$ cat src/rtl/nt_modulator_channel.sv
// nt_modulator_channel: saturating level register with homeostatic decay, hysteretic quantised level and saturation flags.
// Latency: value updates 1 cycle after a request; level and level_changed lag value by one more cycle.
// Backpressure: none; requests are sampled every cycle and never stall.
module nt_modulator_channel #(
  parameter int N            = 7,
  parameter int DEFAULT_VAL  = 64,
  parameter int SET_VAL      = 64,
  parameter int FAST_STEP    = 3,
  parameter int BASELINE     = 64,
  parameter int DECAY_PERIOD = 16,
  parameter int LEVEL_BITS   = 2,
  parameter int HYST         = 4
) (
  input  logic                  clk,
  input  logic                  rst,
  input  logic                  inc,
  input  logic                  dec,
  input  logic                  fast,
  input  logic                  setval,
  input  logic                  decay_en,
  output logic [N-1:0]          value,
  output logic [LEVEL_BITS-1:0] level,
  output logic                  level_changed,
  output logic                  sat_hi,
  output logic                  sat_lo
);

  localparam int SB = N - LEVEL_BITS;
  localparam int CW = (DECAY_PERIOD > 2) ? $clog2(DECAY_PERIOD) : 1;
  localparam logic [N-1:0]          MAX_V      = {N{1'b1}};
  localparam logic [CW-1:0]         CNT_LAST   = CW'(DECAY_PERIOD - 1);
  localparam logic [LEVEL_BITS-1:0] LEVEL_INIT = LEVEL_BITS'(DEFAULT_VAL >> SB);

  logic [N-1:0]          value_q, value_d;
  logic [LEVEL_BITS-1:0] level_q, level_d;
  logic                  level_changed_q, level_changed_d;
  logic [CW-1:0]         cnt_q, cnt_d;

  logic [N-1:0]          step_w;
  logic [N:0]            sum_w;
  logic                  active_w;
  logic                  decay_hit_w;
  logic [LEVEL_BITS-1:0] raw_w;
  logic [LEVEL_BITS:0]   level_p1_w;
  logic [N:0]            up_edge_w;
  logic [N-1:0]          dn_edge_w;
  logic                  up_ok_w;
  logic                  dn_ok_w;

  // Value update and idle-cycle decay counter.
  always_comb begin
    step_w      = fast ? N'(FAST_STEP) : N'(1);
    sum_w       = {1'b0, value_q} + {1'b0, step_w};
    active_w    = inc | dec | setval;
    decay_hit_w = decay_en && !active_w && (cnt_q == CNT_LAST);
    value_d     = value_q;
    cnt_d       = cnt_q + CW'(1);
    if (active_w || !decay_en || decay_hit_w) begin
      cnt_d = '0;
    end
    if (setval) begin
      value_d = N'(SET_VAL);
    end else if (inc && !dec) begin
      value_d = sum_w[N] ? MAX_V : sum_w[N-1:0];
    end else if (dec && !inc) begin
      value_d = (value_q < step_w) ? '0 : (value_q - step_w);
    end else if (decay_hit_w) begin
      if (value_q > N'(BASELINE)) begin
        value_d = value_q - N'(1);
      end else if (value_q < N'(BASELINE)) begin
        value_d = value_q + N'(1);
      end
    end
  end

  // Level hysteresis on the registered value. Upward moves need HYST of
  // margin past the boundary directly above the current level, downward moves
  // need more than HYST below the current level's lower edge; either way the
  // level then jumps straight to the raw bucket, however many levels away.
  always_comb begin
    raw_w           = value_q[N-1:SB];
    level_p1_w      = {1'b0, level_q} + (LEVEL_BITS+1)'(1);
    up_edge_w       = {level_p1_w, {SB{1'b0}}};
    dn_edge_w       = {level_q, {SB{1'b0}}};
    up_ok_w         = (raw_w > level_q) &&
                      (({1'b0, value_q} - up_edge_w) >= (N+1)'(HYST));
    dn_ok_w         = (raw_w < level_q) &&
                      ((dn_edge_w - value_q) > N'(HYST));
    level_d         = level_q;
    level_changed_d = 1'b0;
    if (up_ok_w || dn_ok_w) begin
      level_d         = raw_w;
      level_changed_d = 1'b1;
    end
  end

  // State registers; reset drops any pending decay progress.
  always_ff @(posedge clk or posedge rst) begin
    if (rst) begin
      value_q         <= N'(DEFAULT_VAL);
      level_q         <= LEVEL_INIT;
      level_changed_q <= 1'b0;
      cnt_q           <= '0;
    end else begin
      value_q         <= value_d;
      level_q         <= level_d;
      level_changed_q <= level_changed_d;
      cnt_q           <= cnt_d;
    end
  end

  assign value         = value_q;
  assign level         = level_q;
  assign level_changed = level_changed_q;
  assign sat_hi        = (value_q == MAX_V);
  assign sat_lo        = (value_q == '0);

endmodule

$ cat config.mk
export PLATFORM = sky130hd
export DESIGN_NAME = nt_modulator_channel
export DESIGN_NICKNAME = d
export VERILOG_FILES = /design/src/rtl/nt_modulator_channel.sv
export SDC_FILE = /design/constraint.sdc
export NUM_CORES = 1
export LEC_CHECK = 0
export ABC_AREA = 1
export CORE_MARGIN = 10
export CORE_UTILIZATION = 30
export CTS_BUF_LIST = sky130_fd_sc_hd__clkbuf_16
export DETAILED_ROUTE_END_ITERATION = 6
export GPL_TIMING_DRIVEN = 0
export PLACE_DENSITY_LB_ADDON = 0.08
export SETUP_SLACK_MARGIN = 0.02
export SYNTH_ARGS = -nofsm -noshare
export SYNTH_HDL_FRONTEND = slang
export SYNTH_SLANG_ARGS = --single-unit
export TNS_END_PERCENT = 1
$ cat constraint.sdc
create_clock -name clk -period 2.2 [get_ports clk]
set_input_delay 0.33 -clock clk [delete_from_list [all_inputs] [get_ports clk]]
set_output_delay 0.33 -clock clk [all_outputs]
set_load 0.05 [all_outputs]
# After elaboration in Yosys (flattened, before gate mapping)
# Cells that the tools add are included.
[totals]
ff_bits = 14
inputBits = 7
output_inout_bits = 12
word_cells = 51
[op_classes]
n_addsub = 8
order_cmp = 7
n_eq_ne = 2
n_mux = 11
bitwise_logic = 2
n_reduce_logical = 17
[op_table]
columns = ["operator", "count"]
rows = [
  ["two-way mux 7 bit", 8],
  ["adder 7 x 2 -> 8 bit", 1],
  [">= comparator 8 x 3 -> 1 bit (second input constant)", 1],
  ["subtractor 7 x 8 -> 8 bit", 1],
  ["adder 7 x 1 -> 7 bit (second input constant)", 1],
  ["== test 7 bit (second input constant)", 1],
  ["greater-than comparator 7 x 3 -> 1 bit (second input constant)", 1],
  ["greater-than comparator 7 bit (second input constant)", 1],
  ["zero test 7 bit", 1],
  ["< comparator 7 x 2 -> 1 bit", 1],
  ["< comparator 7 bit (second input constant)", 1],
  ["subtractor 7 x 1 -> 7 bit (second input constant)", 1],
  ["subtractor 7 x 2 -> 7 bit", 1],
  ["subtractor 7 bit", 1],
  ["logical AND 1 bit", 6],
  ["nonzero test 5 bit", 1],
  ["adder 4 x 1 -> 4 bit (second input constant)", 1],
  ["== test 4 bit (second input constant)", 1],
  ["zero test 1 bit", 4],
  ["two-way mux 4 bit", 1],
  ["nonzero test 4 bit", 1],
  ["adder 2 x 1 -> 3 bit (second input constant)", 1],
  ["logical OR 1 bit", 3],
  ["greater-than comparator 2 bit", 1],
  ["5 further kinds", 6],
]

# Depth between registers and ports, before layout
# Gate-level depths: netlist of run 1.
[logic_depth]
depth_word = 9
depth_mapped = 15

# Worst setup path after synthesis of run 1
# Ideal clock, no wire load.
[synth_timing]
kind = "reg2reg"
start = "register value_q[0], in the netlist value[0]"
end = "register value_q[3], in the netlist value[3]"
setup_ns = 0.077
arrival_time_ns = 2.376
setup_slack_ns = -0.253
path_stages_with_launch = 16
path_buffers = 1
period_less_slack_ns = 2.453
path_cell_list = "dfrtp_1 -> buf_2 -> nor2_1 -> nand2_1 -> nor3_1 -> nor2_1 -> ha_1 -> nand2_1 -> nand2_1 -> a21oi_1 -> nor2_1 -> nor2_1 -> nand2_1 -> nand2_1 -> nand2_1 -> o21ai_1"
[synth_between]
elab_chain_len = 7
elab_cells_between_ends = 17
cone_classes = "add/sub: 4; order compare: 3; mux: 8; reduce/logical: 2"
[synth_rtl]
columns = ["element", "line_no", "source"]
rows = [
  ["from (decl)", "34", "logic [N-1:0] value_q, value_d;"],
  ["from (signal assigned)", "100", "value_q <= N'(DEFAULT_VAL);"],
  ["from (signal assigned)", "105", "value_q <= value_d;"],
  ["adder 7 x 1 -> 7 bit", "71", "value_d = value_q + N'(1);"],
  ["two-way mux 7 bit", "70", "end else if (value_q < N'(BASELINE)) begin"],
  ["two-way mux 7 bit", "68", "if (value_q > N'(BASELINE)) begin"],
  ["two-way mux 7 bit", "67", "end else if (decay_hit_w) begin"],
  ["two-way mux 7 bit", "65", "end else if (dec && !inc) begin"],
  ["two-way mux 7 bit", "63", "end else if (inc && !dec) begin"],
  ["two-way mux 7 bit", "61", "if (setval) begin"],
]
# Several ways; a longest one is shown, not always the timed one. The select of a mux whose other input is x is not followed.
# A chain may end at the register's enable or synchronous reset.

# Worst setup path after layout of run 1
# Same ends and word-level chain as after synthesis.

==> results of run 1 <==
[cells by family after synthesis]
kind of cell / Yosys count / share of synthesized area
AOI/OAI and AO/OA: 23 / 0.0766
xor gates and xnor gates: 4 / 0.0219
adders and majority gates: 19 / 0.167
buffers and inverters: 48 / 0.132
DFF: 14 / 0.220
and+or+nand+nor: 139 / 0.382
[cell usage in the layout, fill, tap and decap left out, types with 4 or more instances in the layout]
master,synthesis,final
o21ai_0,7,6
ha_1,15,11
inv_2,2,4
dfrtp_2,0,4
buf_4,0,20
clkdlybuf4s50_1,0,16
nand2_2,4,10
nand2_1,67,61
dfrtp_1,12,8
xor2_1,4,4
nor2_1,27,25
o21ai_1,3,4
nand3_2,2,5
inv_1,41,38
nand4_1,5,5
nand3_1,27,24
a21oi_1,10,7
ha_4,0,4
buf_6,4,5
[per-stage QoR]
step / setup slack (ps) / util / hold WS, ps / instance area [µm²]
after global placement: -325 / 0.365 / 461 / 1870
after detailed placement: -317 / 0.365 / 465 / 1870
final: 76.3 / 0.435 / 449 / 2230
after floorplan: -118 / - / 218 / 1610
after CTS: -133 / 0.381 / 472 / 1960
after global routing: -133 / 0.435 / 503 / 2230
[area by class of cell]
class                      instances  area, µm²  area share
clock buffer                       3       75.1      0.0336
multi-input combinational        185       1160       0.520
inverter                          43        164      0.0733
sequential                        14        358       0.160
clock inverter                     1       3.75     0.00168
buffer                             5       56.3      0.0252
timing repair buffer              38        329       0.147
tap                               70       87.6      0.0392
[cells in the mapped netlist]
cell,count,area (µm²)
nor2_4,1,11.3
o21ai_0,7,35.0
o21ai_2,1,8.76
nand3_2,2,20.0
o211ai_1,1,7.51
buf_2,1,5.00
inv_2,2,7.51
ha_1,15,188
inv_1,41,154
dfstp_2,2,52.6
buf_6,4,45.0
nor3b_1,1,7.51
nor3_1,3,15.0
nand3_1,27,135
dfrtp_1,12,300
nor2_2,1,6.26
or2_2,1,6.26
nor2_1,27,101
nand2_2,4,25.0
o22ai_1,1,6.26
o21ai_1,3,15.0
nand2_1,67,251
xor2_1,4,35.0
a21oi_1,10,50.1
fa_1,4,80.1
nand4_1,5,31.3
[worst max-delay path by stage]
stage	start	endpoint	slack (ps)	cells past startpoint
final	value[0]	value[3]	80	15
after global routing	value[0]	value[3]	-130	15
after CTS	value[1]	value[3]	-130	14
after detailed placement	value[0]	value[3]	-320	15
after global placement	value[0]	value[3]	-320	15
after floorplan	value[2]	value[3]	-120	15
[timing repair]
item                                    4_1_cts  5_1_grt
pin swaps                                     0       18
resized for setup                             6       31
endpoints found under the setup margin        8        8
hold buffers                                  0        0
buffers inserted                              0       20
[flip-flops by register name, indices dropped and copies added, names as in the netlist]
signal         cells
level_changed      1
level              2
value              7
cnt_q              4
[layer usage]
metal / track usage / vias up / routed length (µm) / share of wire
li1: - / 863 / - / -
met1: 0.142 / 745 / 2270 / 0.49
met2: 0.173 / 32 / 2160 / 0.46
met3: 0.0216 / 5 / 176 / 0.038
met4: 0.0347 / 0 / 51 / 0.011
met5: 0 / - / 0 / 0
[worst max-delay path, cell delays in order, from the launching register on]
cell and delay [ps]:
dfrtp_2 440, buf_6 140, nor2_4 90, nand2_2 80
nor3_4 240, nor2_4 120, ha_4 280, nand2_2 70
nand2_2 50, a21oi_2 120, nor2_1 60, nor2_1 90
nand2_1 70, nand2_1 70, nand2_1 40, o21ai_1 80
==> summary.txt, run 1 <==
Logic synthesis
  • Mapped Area: 1600 µm²
  • Post-synthesis sequential area ratio: 0.220
  • Yosys reg bits: 14
  • Syn_area_per_cell: 6.48 µm²
  • YS warnings: 0
  • Mapped Cells: 247
  • Mapped Nets: 273
  • Synth unique cells: 26

Drt
  • First drt pass iteration count: 5
  • Drt wl/cell: 13.0 µm
  • # DRC: 0
  • Drt total wl: 4.66 mm
  • Vias: 1645
  • Vias per cell: 4.58
  • DRC marker count from the first detailed-route iteration: 84
  • Post-DRT Antenna Nets: 0

CTS
  • CTS Buffer Depth: 2
  • Clk root buf: clkbuf_16
  • TritonCTS Buffers: 3
  • Clk Latency, worst-skew pair: 250 ps
  • H-Tree Depth: 1
  • CTS clk-pin slew, worst paths: 50 ps
  • # clock sinks: 14
  • CTS tree: done

Timing
  • RSZ-0062 raised after global routing: true
  • Slew @ Worst Pin: 601 ps
  • Layout Skew: 1.04 ps
  • Slew headroom: 0.599
  • Final Max Tran Viols: 0
  • Setup TNS: 0 ps
  • Final min period: 2120 ps
  • Endpoints failing setup: 0
  • Tcrit/Tclk final: 0.965
  • Final Hold Viols: 0
  • F_max: 471 MHz

Setup path
  • CP max FO: 6
  • Kind of critical path: flip-flop to flip-flop
  • Worst R2R Path Depth: 15
  • Worst r2r dst: value[3]
  • CP Data Arrival Time: 2290 ps
  • Startpoint Class: flip-flop
  • Crit Reg-Reg Startpoint: value[0]
  • CP required: 2370 ps
  • Worst Setup End Kind: flip-flop
  • Internal reg-to-reg setup slack: 80 ps

Global routing
  • Gr ovfl total: 0
  • First-pass GRT wire length: 7.59 mm
  • Vias in the first global route: 1551
  • Initial antenna violation count: 0
  • Largest net degree at the start of global routing: 15
  • GRT Overall Usage: 0.108

Place
  • Buffers on Ports: 18
  • Placed Cells: 335
  • GP Congestion: 0.846
  • Dpl hpwl: 3.48 mm

Floorplanning
  • Starting Density: 0.311
  • # rows: 26
  • Number of I/O pins: 19
  • Core area: 5140 µm²
  • Area of the die: 8660 µm²
  • DIE HEIGHT: 93.0 µm
  • Chip Width: 93.0 µm

Outcome
  • Status: finished, final reports clean

Worst hold path
  • Hold/Removal Path Class: input pin to asynchronous set/reset pin

Finish
  • Finished Layout Cells: 359
  • Total Nets Final: 316
  • Area growth syn-to-layout: 39.6%
  • Fraction of layout instances using a drive strength above 1: 0.242
  • # diodes: 0
  • Fillers: 577

Flow run
  • # Max-Cap Violations: 0
Power of run 1 is not shown: default switching activity piles up to over one toggle a cycle in this logic, so the estimate is an artifact.
==> run 2: changes to the inputs <==
==> constraint.sdc (replaced) <==
create_clock -name clk -period 1.9 [get_ports clk]
set_input_delay 0.285 -clock clk [delete_from_list [all_inputs] [get_ports clk]]
set_output_delay 0.285 -clock clk [all_outputs]
set_load 0.05 [all_outputs]
==> summary.txt, run 2 (synthesis results as in run 1) <==
Floorplanning
  • Area of the die: 8660 µm² (unchanged)
  • Number of I/O pins: 19 (unchanged)
  • DIE HEIGHT: 93.0 µm (unchanged)
  • Core area: 5140 µm² (unchanged)
  • # rows: 26 (unchanged)
  • Starting Density: 0.311 (unchanged)
  • Chip Width: 93.0 µm (unchanged)

Setup path
  • CP delay by family, top: simple AND/OR/NAND/NOR gates (unchanged)
  • CP max FO: 6 (unchanged)
  • Worst path bufs/invs: 3 (was 1)
  • CP most frequent cell: nand3_1
  • CP required: 2040 ps (was 2370 ps)
  • Startpoint Class: flip-flop (unchanged)
  • Worst Setup End Kind: flip-flop (unchanged)
  • Kind of critical path: flip-flop to flip-flop (unchanged)
  • CP Data Arrival Time: 2300 ps (was 2290 ps)
  • CP max stage cell: dfrtp_2 (unchanged)
  • Max incr delay on CP: 420 ps (was 440 ps)
  • CP cell instances: buf_8 -> nor2_4 -> nand2_2 -> nor3_4 -> nor2_4 -> buf_4 -> ha_4 -> nand2_1 -> inv_1 -> nand3_1 -> nand4_1 -> nand3_1 -> nand3_1 -> nand2_1 (was buf_6 -> nor2_4 -> nand2_2 -> nor3_4 -> nor2_4 -> ha_4 -> nand2_2 -> nand2_2 -> a21oi_2 -> nor2_1 -> nor2_1 -> nand2_1 -> nand2_1 -> nand2_1 -> o21ai_1)

Drt
  • Vias: 1681 (was 1645)
  • First drt pass iteration count: 4 (was 5)
  • Post-DRT Antenna Nets: 0 (unchanged)
  • # DRC: 0 (unchanged)
  • Drt total wl: 4.67 mm (was 4.66 mm)
  • Drt wl/cell: 12.8 µm (was 13.0 µm)
  • DRC marker count from the first detailed-route iteration: 140 (was 84)
  • Vias per cell: 4.61 (was 4.58)

Timing
  • Final WS setup: -266 ps (was 76.3 ps)
  • Final min period: 2170 ps (was 2120 ps)
  • Final Hold Viols: 0 (unchanged)
  • Slew headroom: 0.598 (was 0.599)
  • Final Max Tran Viols: 0 (unchanged)
  • RSZ-0062 raised after global routing: true (unchanged)
  • Tcrit/Tclk final: 1.14 (was 0.965)
  • Slew @ Worst Pin: 603 ps (was 601 ps)
  • Endpoints failing setup: 8 (was 0)
  • Hold WS: 404 ps (was 449 ps)
  • Layout Skew: 1.74 ps (was 1.04 ps)
  • F_max: 462 MHz (was 471 MHz)

Global routing
  • Initial antenna violation count: 0 (unchanged)
  • M2 GR Usage: 0.180 (was 0.173)
  • M1 GR Usage: 0.150 (was 0.142)
  • Gr ovfl total: 0 (unchanged)
  • First-pass GRT wire length: 8.13 mm (was 7.59 mm)
  • Vias in the first global route: 1701 (was 1551)
  • GRT Overall Usage: 0.114 (was 0.108)
  • Largest net degree at the start of global routing: 15 (unchanged)
  • Gr busiest metal: met2 (unchanged)
  • Met3 global-route usage: 0.0256 (was 0.0216)

Worst hold path
  • Hold/Removal Path Class: input pin to asynchronous set/reset pin (unchanged)

CTS
  • Clk root buf: clkbuf_16 (unchanged)
  • H-Tree Depth: 1 (unchanged)
  • TritonCTS Buffers: 3 (unchanged)
  • # clock sinks: 14 (unchanged)
  • CTS Buffer Depth: 2 (unchanged)
  • CTS tree: done (unchanged)
  • CTS clk-pin slew, worst paths: 50 ps (about the same)
  • Clk Latency, worst-skew pair: 250 ps (about the same)
  • Post-CTS Hold Fix Bufs: 0 (unchanged)

Finish
  • Area growth syn-to-layout: 46.2% (was 39.6%)
  • Most common cell after layout, fill and taps aside: nand2_1 (unchanged)
  • Fraction of layout instances using a drive strength above 1: 0.281 (was 0.242)
  • Total Nets Final: 322 (was 316)
  • Most frequent cells in the layout: nand2_1, inv_1, nand3_1, buf_4, nor2_1 (was nand2_1, inv_1, nor2_1)
  • Fillers: 540 (was 577)
  • Footprint of the multi-input gates: 1180 µm² (was 1160 µm²)
  • Seq. cell area: 364 µm² (was 358 µm²)
  • Max reg flops: 7 (unchanged)
  • # diodes: 0 (unchanged)

Place
  • Buffers on Ports: 18 (unchanged)
  • GP Congestion: 0.864 (was 0.846)
  • Place WS: -407 ps (was -317 ps)
  • Dpl hpwl: 3.38 mm (was 3.48 mm)

Flow run
  • # Max-Cap Violations: 0 (unchanged)

Outcome
  • Violated checks: setup timing
  • Status: finished, violations left (was finished, final reports clean)
-- run 2: cell types whose count changed in the layout (fill, tap and decap cells not counted), sizes merged --
cell,delta
clkdlybuf4s50,-7
dlygate4sd2,+2
buf,+8
dlymetal6s2s,+3
-- run 2: per-layer routing --
metal  wire length, µm  vias up  share of wire
met5                 0        -              0
met4               102        0          0.022
met3               246        9          0.053
met2              2130       32           0.46
met1              2190      757           0.47
li1                  -      883              -
-- run 2: path summary, 6_finish.rpt --
path / start / to / slack, ps / depth (start not counted)
min in group clk: cnt_q[0] / cnt_q[0] / 460 / 1
max reg2reg: value[0] / value[5] / -270 / 14
max in group asynchronous: rst / value[2] / 1070 / 2
min reg2reg: cnt_q[0] / cnt_q[0] / 460 / 1
max: value[0] / value[5] / -270 / 14
min: rst / level_changed / 400 / 2
-- run 2: per-stage QoR --
stage	area, µm²	TNS (ps)	instances	util
2_1_floorplan	1630	-1390	247	-
3_3_place_gp	1900	-2670	335	0.369
3_5_place_dp	1900	-2670	335	0.369
4_1_cts	2160	-1110	351	0.419
5_1_grt	2340	-2350	365	0.455
6_report	2340	-914	365	0.455
-- run 2: layout make-up --
cell class / instances / area share
Tap cell: 70 / 0.0374
Timing Repair Buffer: 44 / 0.160
Clock buffer: 3 / 0.0321
Clock inverter: 1 / 0.00160
Buffer: 5 / 0.0289
Sequential cell: 14 / 0.156
Multi-Input combinational cell: 185 / 0.506
Inverter: 43 / 0.0775
-- run 2: what timing repair did --
item / CTS / global route
gates resized for setup: 32 / 28
endpoints found under the hold margin: 0 / 0
pin swaps: 9 / 11
setup buffers: 12 / 14
endpoints found under the setup margin: 15 / 12
Power of run 2 is left out for the same reason.
==> run 3: changes to the inputs <==
--- a/config.mk
+++ b/config.mk
@@ -6,6 +6,7 @@
 export NUM_CORES = 1
 export LEC_CHECK = 0
 export ABC_AREA = 1
+export ABC_CLOCK_PERIOD_IN_PS = 1900
 export CORE_MARGIN = 10
 export CORE_UTILIZATION = 30
 export CTS_BUF_LIST = sky130_fd_sc_hd__clkbuf_16
==> results of run 3 <==
Same layout as run 2: the final DEF is identical, and so are final timing and power.
Power of run 3 is left out for the same reason.
